==> src/rtl/spislave.sv <==
// SPI slave, 8-bit frames, MSB first, runtime-selectable cpol/cpha/cspol.
// SPI pins are brought into the clkin domain through 2-flop synchronizers;
// all edge detection runs on the synchronized copies.
// Optional feature: define SPISLAVE_OVERRUN_EN to enable the pending/overrun
// tracking; without it overrun is tied low.
module spislave (
   input  logic       clkin,
   input  logic       rst,
   input  logic       cpol,
   input  logic       cpha,
   input  logic       cspol,
   input  logic       sclk,
   input  logic       mosi,
   input  logic       cs,
   output logic       miso,
   output logic       miso_oe,
   input  logic [7:0] tx_data,
   input  logic       tx_load,
   output logic [7:0] rx_data,
   output logic       rx_valid,
   input  logic       rx_ack,
   output logic       busy,
   output logic       overrun
);

   typedef enum logic {IDLE, ACTIVE} state_t;

   state_t     state, state_nxt;
   logic       start;
   logic       sclk_s1, sclk_s2, sclk_d;
   logic       cs_s1, cs_s2;
   logic       mosi_s1, mosi_s2;
   logic [1:0] settle;
   logic       armed;
   logic [7:0] tx_buf, tx_sh, rx_sh;
   logic [2:0] cnt;

   logic       cs_act, sclk_edge, lead, trail, samp, shft, active_run;
   logic [7:0] reload_val;

   assign cs_act     = cs_s2 ^ cspol;
   assign sclk_edge  = sclk_s2 ^ sclk_d;
   assign lead       = sclk_edge & (sclk_s2 ^ cpol);
   assign trail      = sclk_edge & ~(sclk_s2 ^ cpol);
   assign samp       = cpha ? trail : lead;
   assign shft       = cpha ? lead : trail;
   assign active_run = (state == ACTIVE) && cs_act;
   // A tx_load landing on a frame-start reload wins over the old buffer.
   assign reload_val = tx_load ? tx_data : tx_buf;

   assign busy    = (state == ACTIVE);
   assign miso_oe = busy;
   assign miso    = busy & tx_sh[7];

   // Synchronizers plus an arming flag: after reset a frame only starts once
   // cs has been seen inactive, so a cs held active through reset is ignored.
   always_ff @(posedge clkin) begin
      if (rst) begin
         sclk_s1 <= cpol;
         sclk_s2 <= cpol;
         sclk_d  <= cpol;
         cs_s1   <= cspol;
         cs_s2   <= cspol;
         mosi_s1 <= 1'b0;
         mosi_s2 <= 1'b0;
         settle  <= 2'b00;
         armed   <= 1'b0;
      end else begin
         sclk_s1 <= sclk;
         sclk_s2 <= sclk_s1;
         sclk_d  <= sclk_s2;
         cs_s1   <= cs;
         cs_s2   <= cs_s1;
         mosi_s1 <= mosi;
         mosi_s2 <= mosi_s1;
         settle  <= {settle[0], 1'b1};
         if (settle[1] && !cs_act) armed <= 1'b1;
      end
   end

   // State register.
   always_ff @(posedge clkin) begin
      if (rst) state <= IDLE;
      else     state <= state_nxt;
   end

   // Next-state logic; start marks the IDLE->ACTIVE cycle.
   always_comb begin
      state_nxt = state;
      start     = 1'b0;
      case (state)
         IDLE:   if (armed && cs_act) begin
                    state_nxt = ACTIVE;
                    start     = 1'b1;
                 end
         ACTIVE: if (!cs_act) state_nxt = IDLE;
         default: state_nxt = IDLE;
      endcase
   end

   // Shift datapath. The shift edge holds while cnt==0: that covers the
   // first cpha=1 leading edge and the edge right after a frame-end reload,
   // so bit 7 of every frame is presented for a full bit time.
   always_ff @(posedge clkin) begin
      if (rst) begin
         tx_buf   <= 8'h00;
         tx_sh    <= 8'h00;
         rx_sh    <= 8'h00;
         cnt      <= 3'd0;
         rx_data  <= 8'h00;
         rx_valid <= 1'b0;
      end else begin
         rx_valid <= 1'b0;
         if (tx_load) tx_buf <= tx_data;
         if (start) begin
            tx_sh <= reload_val;
            cnt   <= 3'd0;
         end else if (active_run) begin
            if (samp) begin
               rx_sh <= {rx_sh[6:0], mosi_s2};
               cnt   <= cnt + 3'd1;
               if (cnt == 3'd7) begin
                  rx_data  <= {rx_sh[6:0], mosi_s2};
                  rx_valid <= 1'b1;
                  tx_sh    <= reload_val;
               end
            end else if (shft && cnt != 3'd0) begin
               tx_sh <= {tx_sh[6:0], 1'b0};
            end
         end else if (state == ACTIVE) begin
            // cs dropped mid-frame: discard the partial frame.
            cnt <= 3'd0;
         end
      end
   end

`ifdef SPISLAVE_OVERRUN_EN
   logic pending;

   // Pending tracks an unacknowledged byte; a new byte on top of it is an overrun.
   always_ff @(posedge clkin) begin
      if (rst) begin
         pending <= 1'b0;
         overrun <= 1'b0;
      end else if (rx_valid) begin
         pending <= 1'b1;
         if (pending) overrun <= 1'b1;
      end else if (rx_ack) begin
         pending <= 1'b0;
      end
   end
`else
   logic unused_ack;
   assign unused_ack = rx_ack;
   assign overrun    = 1'b0;
`endif

endmodule

==> config.mk <==
export PLATFORM = sky130hd
export DESIGN_NAME = spislave
export DESIGN_NICKNAME = d
export VERILOG_FILES = /design/src/rtl/spislave.sv
export SDC_FILE = /design/constraint.sdc
export NUM_CORES = 1
export LEC_CHECK = 0
export CAP_MARGIN = 25
export CORE_UTILIZATION = 56
export DETAILED_ROUTE_END_ITERATION = 12
export GPL_TIMING_DRIVEN = 0
export PLACE_DENSITY = 0.94
export SYNTH_ARGS = -nofsm -noshare
export SYNTH_HDL_FRONTEND = slang
export SYNTH_SLANG_ARGS = --single-unit
==> constraint.sdc <==
create_clock -name clkin -period 4 [get_ports clkin]
set_input_delay 0.4 -clock clkin [delete_from_list [all_inputs] [get_ports clkin]]
set_output_delay 0.4 -clock clkin [all_outputs]
set_load 0.05 [all_outputs]
[Yosys cells after proc, flatten, opt, wreduce, memory -nomap -nowiden]
Index checks and enable logic that the tools add are counted.
Storage, ports and cells
  bits in registers: 46
  input port bits: 18
  output and inout port bits: 13
  logic and storage cells: 69
Operators by class
  add/sub/neg operators: 1
  equal/unequal tests: 3
  muxes and demuxes: 22
  bitwise logic cells: 11
  reduce and logical (&&, ||, !) cells: 15
Operators by type and width (count)
  $mux 8: 6
  $mux 1: 12
  $mux 3: 3
  $reduce_and 3->1: 2
  $reduce_bool 3->1: 2
  $not 1->1: 5
  $logic_and 1x1->1: 4
  $reduce_and 4->1: 1
  $reduce_bool 2->1: 2
  $reduce_or 4->1: 1
  $add 3x1->3 const B: 1
  $and 1x1->1: 3
  $eq 3x3->1 const B: 1
  $ne 3x2->1 const B: 1
  $xor 1x1->1: 3
  $ne 2x2->1 const B: 1
  $pmux 1 s2: 1
  $reduce_and 2->1: 1
  $reduce_or 2->1: 1
  $logic_not 1->1: 1

[Depth between registers and ports, before layout]
Gate-level depths: netlist of the first run.
  depth in word-level cells: 9
  mapped depth: 7
  gate-level depth less buffers: 6

[Least setup slack after synthesis of the first run]
OpenSTA, ideal clock, no wires.
  path type: register -> output
  start: reg state (netlist: busy)
  end: out miso
  arrival time: 1.444 ns
  data required time: 3.600 ns
  slack: 2.156 ns
  stages on the path, launching flop included: 3
  buffers on the path: 1
  cell sequence: dfxtp_1 -> clkbuf_1 -> and2_1
Between the ends
  cells in the longest elaborated chain, start to end: 1
Ends and longest elaborated chain
  from (decl): RTL line 28  | state_t state, state_nxt;
  from (signal assigned): RTL line 84  | else state <= state_nxt;
  $and 1x1->1: RTL line 53  | assign miso = busy & tx_sh[7];
  to (decl): RTL line 15  | output logic miso,
No other way between the ends.

[Final worst setup path of the first run]
Ends and elaborated chain as after synthesis.

==> flow_metrics.env, run 1 <==
export IMPL_status="finished, final reports clean"
export IMPL_cap_violations=0
export IMPL_slew_viol_final=0
export IMPL_ant_nets=0
export IMPL_synthAdderAreaFrac_pct=1.95
export IMPL_grt_max_degree=14
export IMPL_synth_area_top_cells="dfxtp_1, mux2i_1, a21oi_1"
export IMPL_startpoint_type="flip-flop"
export IMPL_grt_pass1_vias=1532
export IMPL_ys_types=39
export IMPL_first_pass_iters=4
export IMPL_synth_edf_count=0
export IMPL_cts_root_buf="clkbuf_4"
export IMPL_setup_viol=0
export IMPL_synth_top_area_share_pct=47.7
export IMPL_syn_cell_area_um2=1930
export IMPL_ys_ff_latch=46
export IMPL_setup_tns_ns=0
export IMPL_arrival_ns=2.10
export IMPL_cp_end_kind="output pin"
export IMPL_portBuffers=27
export IMPL_wire_per_inst_um=12.6
export IMPL_cts_tree="built"
export IMPL_final_nets=269
export IMPL_yosys_area_share_simple_pct=19.7
export IMPL_yosysWarnings=0
export IMPL_rows=20
export IMPL_worst_skew_pair_late_latency_ns=0.36
export IMPL_grt_pass1_wl_um=6490
export IMPL_overflow=0
export IMPL_crit_path_max_incr_delay_ns=0.79
export IMPL_via_per_inst=5.48
export IMPL_syn_mean_instance_area_um2=9.02
export IMPL_p_leak_nw=0.868
export IMPL_gp_congestion=0.742
export IMPL_peakVddDrop_uv=227
export IMPL_path_class="reg2out"
export IMPL_maxSlewHeadroom_pct=61.0
export IMPL_drive_above_1_share_pct=11.2
export IMPL_nFillCells=254
export IMPL_crit_buf_inv=2
export IMPL_clk_pin_slew_worst_paths_ns=0.13
export IMPL_htreeDepth=2
export IMPL_via_count=1605
export IMPL_max_freq_ghz=0.399
export IMPL_initial_utilization_pct=61.2
export IMPL_cts_resized=0
export IMPL_synthToLayoutAreaGrowth_pct=20.0
export IMPL_worstMarginPinSlew_ns=0.585
export IMPL_async_flop_share_pct=0
export IMPL_dieArea_um2=3680
export IMPL_numCtsBuffers=5
export IMPL_ff_latch_area_um2=921
export IMPL_skew_ns=0.0130
export IMPL_ys_seq_area_share_pct=47.7
export IMPL_hold_buffers=0
export IMPL_syn_num_nets=235
export IMPL_drc_errors=0
export IMPL_antenna_found_initial=0
export IMPL_drtIter0Drc=75
export IMPL_die_w_um=60.7
export IMPL_muxShareOfSynthArea_pct=6.49
export IMPL_syn_inst=214
export IMPL_antenna_cells=0
export IMPL_synthTopCellsByCount="dfxtp_1, nand2_1, a21oi_1"
export IMPL_path_delay_family="buffers and inverters"
export IMPL_cp_required_ns=3.60
export IMPL_hpwl_um=2730
export IMPL_fin_crit_sh_pct=62.6
export IMPL_yosysTopAreaCell="dfxtp_1"
export IMPL_cts_max_path_buffers=2
export IMPL_cts_setup_buffers=0
export IMPL_synth_compound_area_share_pct=15.5
export IMPL_synth_top_family_by_area="simple AND/OR/NAND/NOR gates"
export IMPL_io_pins=31
export IMPL_rsz0062_at_grt="no"
export IMPL_final_util_pct=73.4
export IMPL_ys_flop_type="dfxtp_1"
export IMPL_crit_chain="clkbuf_1 -> and2_1 -> clkdlybuf4s50_1"
export IMPL_wirelength_um=3700
export IMPL_cp_max_fo=10
export IMPL_die_h_um=60.7
export IMPL_grtUsageTotal_pct=23.7
export IMPL_clock_sinks=46
export IMPL_multiInputGateArea_um2=880
export IMPL_slowest_stage="clkdlybuf4s50_1"
export IMPL_synth_xor_area_share_pct=1.75
export IMPL_min_period_ns=2.50
export IMPL_hp_class="reg2reg"
export IMPL_core_area_um2=3150
export IMPL_synth_most_common_cell="dfxtp_1"
export IMPL_power_density_nw_per_um2=350
export IMPL_timing_hold_violations_final=0
[power breakdown]
group          internal [W]  switching, W  leakage (nW)
combinational     0.0000459     0.0000586         0.458
sequential         0.000473    0.00000615         0.375
clock             0.0000854      0.000141        0.0353
total              0.000604      0.000206         0.868
[sequential cells by signal, indices dropped and copies added, names as in the netlist]
name      count
armed         1
mosi_s2       1
rx_valid      1
tx_buf        8
cs_s2         1
busy          1
cnt           3
cs_s1         1
rx_sh         7
rx_data       8
sclk_s2       1
sclk_s1       1
sclk_d        1
settle        2
mosi_s1       1
tx_sh         8
[per-stage QoR]
| step | cell area, um^2 | hold slack (ns) | worst slack [ns] | power [W] | cells |
|---|---|---|---|---|---|
| final | 2310 | 0.447 | 1.50 | 0.000810 | 293 |
| after global routing | 2310 | 0.480 | 1.39 | 0.000845 | 293 |
| after CTS | 2310 | 0.449 | 1.49 | 0.000814 | 293 |
| after detailed placement | 2250 | 0.430 | 1.66 | 0.000592 | 285 |
| after global placement | 2250 | 0.416 | 1.73 | 0.000588 | 285 |
| after floorplan | 1930 | 0.414 | 2.16 | 0.000558 | 214 |
[tightest hold or removal path, cell delays in order, from the launching register on]
cell	delay [ns]
dfxtp_1	0.32
inv_1	0.04
o21ai_0	0.05
[path summary, 6_finish.rpt]
| check | from | end | slack (ns) | cells past startpoint |
|---|---|---|---|---|
| setup / recovery | busy | miso | 1.50 | 3 |
| hold / removal | cs_s1 | cs_s2 | 0.45 | 2 |
| setup reg to reg | cs_s2 | tx_sh[2] | 2.20 | 7 |
| hold reg to reg | cs_s1 | cs_s2 | 0.45 | 2 |
[cells in the final DEF (no fill, tap or decap), drive strengths merged, types with 3 or more instances in the layout]
cell           synthesis  routed
buf                    9       9
clkdlybuf4s50          0      27
o21ai                 21      21
nor3                   4       4
ha                     3       3
or3                    6       6
clkbuf                 6      13
nand4                  7       7
nor2b                  7       7
dfxtp                 46      46
a21oi                 22      22
inv                    9       9
nand3                  9       9
nand2                 25      25
nor2                  12      12
mux2i                 11      11
[cell type report]
class | count | area share (%)
well taps | 44 | 2.38
plain buffers | 15 | 4.11
multi-input cells | 144 | 38.0
inverters | 9 | 1.46
clock inverters | 1 | 0.216
flip-flops and latches | 46 | 39.8
repair buffers | 27 | 11.7
clock buffers | 7 | 2.38
[cells by family after synthesis]
group / after synthesis
flops: 46
buf+inv: 24
xor+xnor: 3
simple gates: 74
mux: 12
other cells: 1
fa+ha+maj: 3
compound gates: 51
[per-layer routing]
metal | up-vias | GRT usage [%] | wire length, um
met5 | - | 0 | 0
met4 | 0 | 7.79 | 60
met3 | 9 | 5.97 | 202
met2 | 50 | 40.0 | 1830
met1 | 741 | 29.7 | 1620
li1 | 805 | - | -
No activity file was read; power rests on OpenSTA's default activity.
==> run 2: changes to the inputs <==
CORE_UTILIZATION = 47   (was 56)
PLACE_DENSITY = 0.85   (was 0.94)
clock period = 2.3 ns   (was 4 ns; I/O delays follow)
==> run 2 against run 1 <==
Clock power rose by 110%. Cell count rose by 0.68%. Setup slack got worse by 1.0 ns. First-iteration DRC count did not move. Utilization fell by 12 points. Global-route usage fell by 4.9 points. Via count fell by 3.3%. Largest power group unchanged.
==> flow_metrics.env, run 2 (synthesized netlist as in run 1, its figures left out) <==
export IMPL_rsz0062_at_grt="no"
export IMPL_grt_max_degree=13
export IMPL_wirelength_um=3530
export IMPL_via_count=1552
export IMPL_cts_root_buf="clkbuf_8"
export IMPL_slew_viol_final=0
export IMPL_hp_class="reg2reg"
export IMPL_status="finished, final reports clean"
export IMPL_cp_end_kind="output pin"
export IMPL_cts_setup_buffers=0
export IMPL_gp_congestion=0.775
export IMPL_layout_common_cells="dfxtp_1, clkdlybuf4s50_1, nand2_1"
export IMPL_grtUsageTotal_pct=18.8
export IMPL_cts_tree="built"
export IMPL_path_class="reg2out"
export IMPL_die_w_um=66.1
export IMPL_instances_no_fill=295
export IMPL_r2r_end="tx_sh[0]"
export IMPL_cts_max_path_buffers=2
export IMPL_power_density_nw_per_um2=633
export IMPL_setup_tns_ns=0
export IMPL_p_int_w=0.00113
export IMPL_place_inst=289
export IMPL_p_sw_share_pct=23.7
export IMPL_grt_pass1_vias=1508
export IMPL_holdPathEnd="cs_s2"
export IMPL_final_nets=269
export IMPL_first_pass_iters=4
export IMPL_cap_violations=0
export IMPL_synthToLayoutAreaGrowth_pct=21.5
export IMPL_startpoint_type="flip-flop"
export IMPL_worstMarginPinSlew_ns=0.538
export IMPL_r2r_start="busy"
export IMPL_hold_path_startpoint="cs_s1"
export IMPL_reg_top3="rx_data x8, tx_buf x8, tx_sh x8"
export IMPL_cp_max_fo=10
export IMPL_clkPwrFrac_pct=31.9
export IMPL_portBuffers=27
export IMPL_rows=22
export IMPL_core_area_um2=3800
export IMPL_holdPathStages=2
export IMPL_skew_ns=0.00650
export IMPL_final_cell_area_um2=2340
export IMPL_drive_above_1_share_pct=10.9
export IMPL_placed_area_um2=2260
export IMPL_ant_nets=0
export IMPL_clock_sinks=46
export IMPL_min_period_ns=1.84
export IMPL_timing_hold_violations_final=0
export IMPL_die_h_um=66.1
export IMPL_p_leak_nw=0.895
export IMPL_numCtsBuffers=5
export IMPL_hpwl_um=2550
export IMPL_seq_power_share_pct=56.0
export IMPL_wire_per_inst_um=12.0
export IMPL_dieArea_um2=4370
export IMPL_peakVddDrop_uv=456
export IMPL_clk_pin_slew_worst_paths_ns=0.07
export IMPL_final_common_cell="dfxtp_1"
export IMPL_cp_required_ns=2.07
export IMPL_switching_power_w=0.000352
export IMPL_arrival_ns=1.61
export IMPL_drtIter0Drc=75
export IMPL_drc_errors=0
export IMPL_antenna_found_initial=0
export IMPL_initial_utilization_pct=50.8
export IMPL_grt_pass1_wl_um=6310
export IMPL_worstRegToRegCells=5
export IMPL_maxSlewHeadroom_pct=63.9
export IMPL_fin_crit_sh_pct=80.2
export IMPL_max_freq_ghz=0.542
export IMPL_worst_skew_pair_late_latency_ns=0.29
export IMPL_setup_viol=0
export IMPL_htreeDepth=2
export IMPL_via_per_inst=5.26
export IMPL_overflow=0
export IMPL_r2r_setup_slack_ns=0.58
export IMPL_p_comb_share_pct=12.1
export IMPL_io_pins=31
export IMPL_antenna_cells=0
-- run 2: changes by cell type in the layout (fill, tap and decap cells not counted), sizes merged --
cell and change:
clkbuf -1, clkdlybuf4s50 -1, clkinv -1, dlymetal6s2s +1
-- run 2: how the worst max path moves through the flow --
stage,start,endpoint,slack [ns],cells past startpoint
5_1_grt,busy,miso,0.34,3
3_3_place_gp,cpol,rx_data[6],0.19,8
6_report,busy,miso,0.46,3
3_5_place_dp,cpol,rx_sh[0],0.16,8
4_1_cts,busy,miso,0.05,3
2_1_floorplan,busy,tx_sh[0],0.56,5
-- run 2: cell type report --
type	count	area, um^2
fill	324	1450
sequential	46	921
multi-input combinational	144	880
timing repair buffer	27	273
buffer	15	95.1
clock buffer	6	82.6
tap	48	60.1
inverter	9	33.8
-- run 2: worst max-delay path: stages, from the launching register on --
cell and delay [ns]:
dfxtp_1 0.38, clkbuf_1 0.36, and2_1 0.18, dlymetal6s2s_1 0.41
-- run 2: layer usage --
metal,routed length (um),track usage (%),vias up
met5,0,0,-
met4,46,7.18,0
met3,111,4.14,5
met2,1750,33.0,23
met1,1620,22.1,724
li1,-,-,800
-- run 2: through the flow --
stage               power, W  setup slack [ns]  util, %  hold WS, ns
global route         0.00154             0.341     61.7        0.465
detailed placement   0.00103             0.158     59.5        0.424
finish               0.00149             0.456     61.7        0.435
CTS                  0.00149            0.0472     61.7        0.438
floorplan           0.000970             0.559        -        0.328
global placement     0.00102             0.192     59.5        0.418
-- run 2: power groups by stage --
stage               clock [W]  sequential (W)  combinational [W]
floorplan                   0        0.000850           0.000120
global placement            0        0.000849           0.000174
detailed placement          0        0.000850           0.000178
CTS                  0.000482        0.000831           0.000179
global route         0.000509        0.000835           0.000199
finish               0.000474        0.000832           0.000179
-- run 2: what timing repair did --
item | CTS | global route
setup endpoints to repair | 0 | 1
resized for setup | 0 | 1
hold buffers | 0 | 0
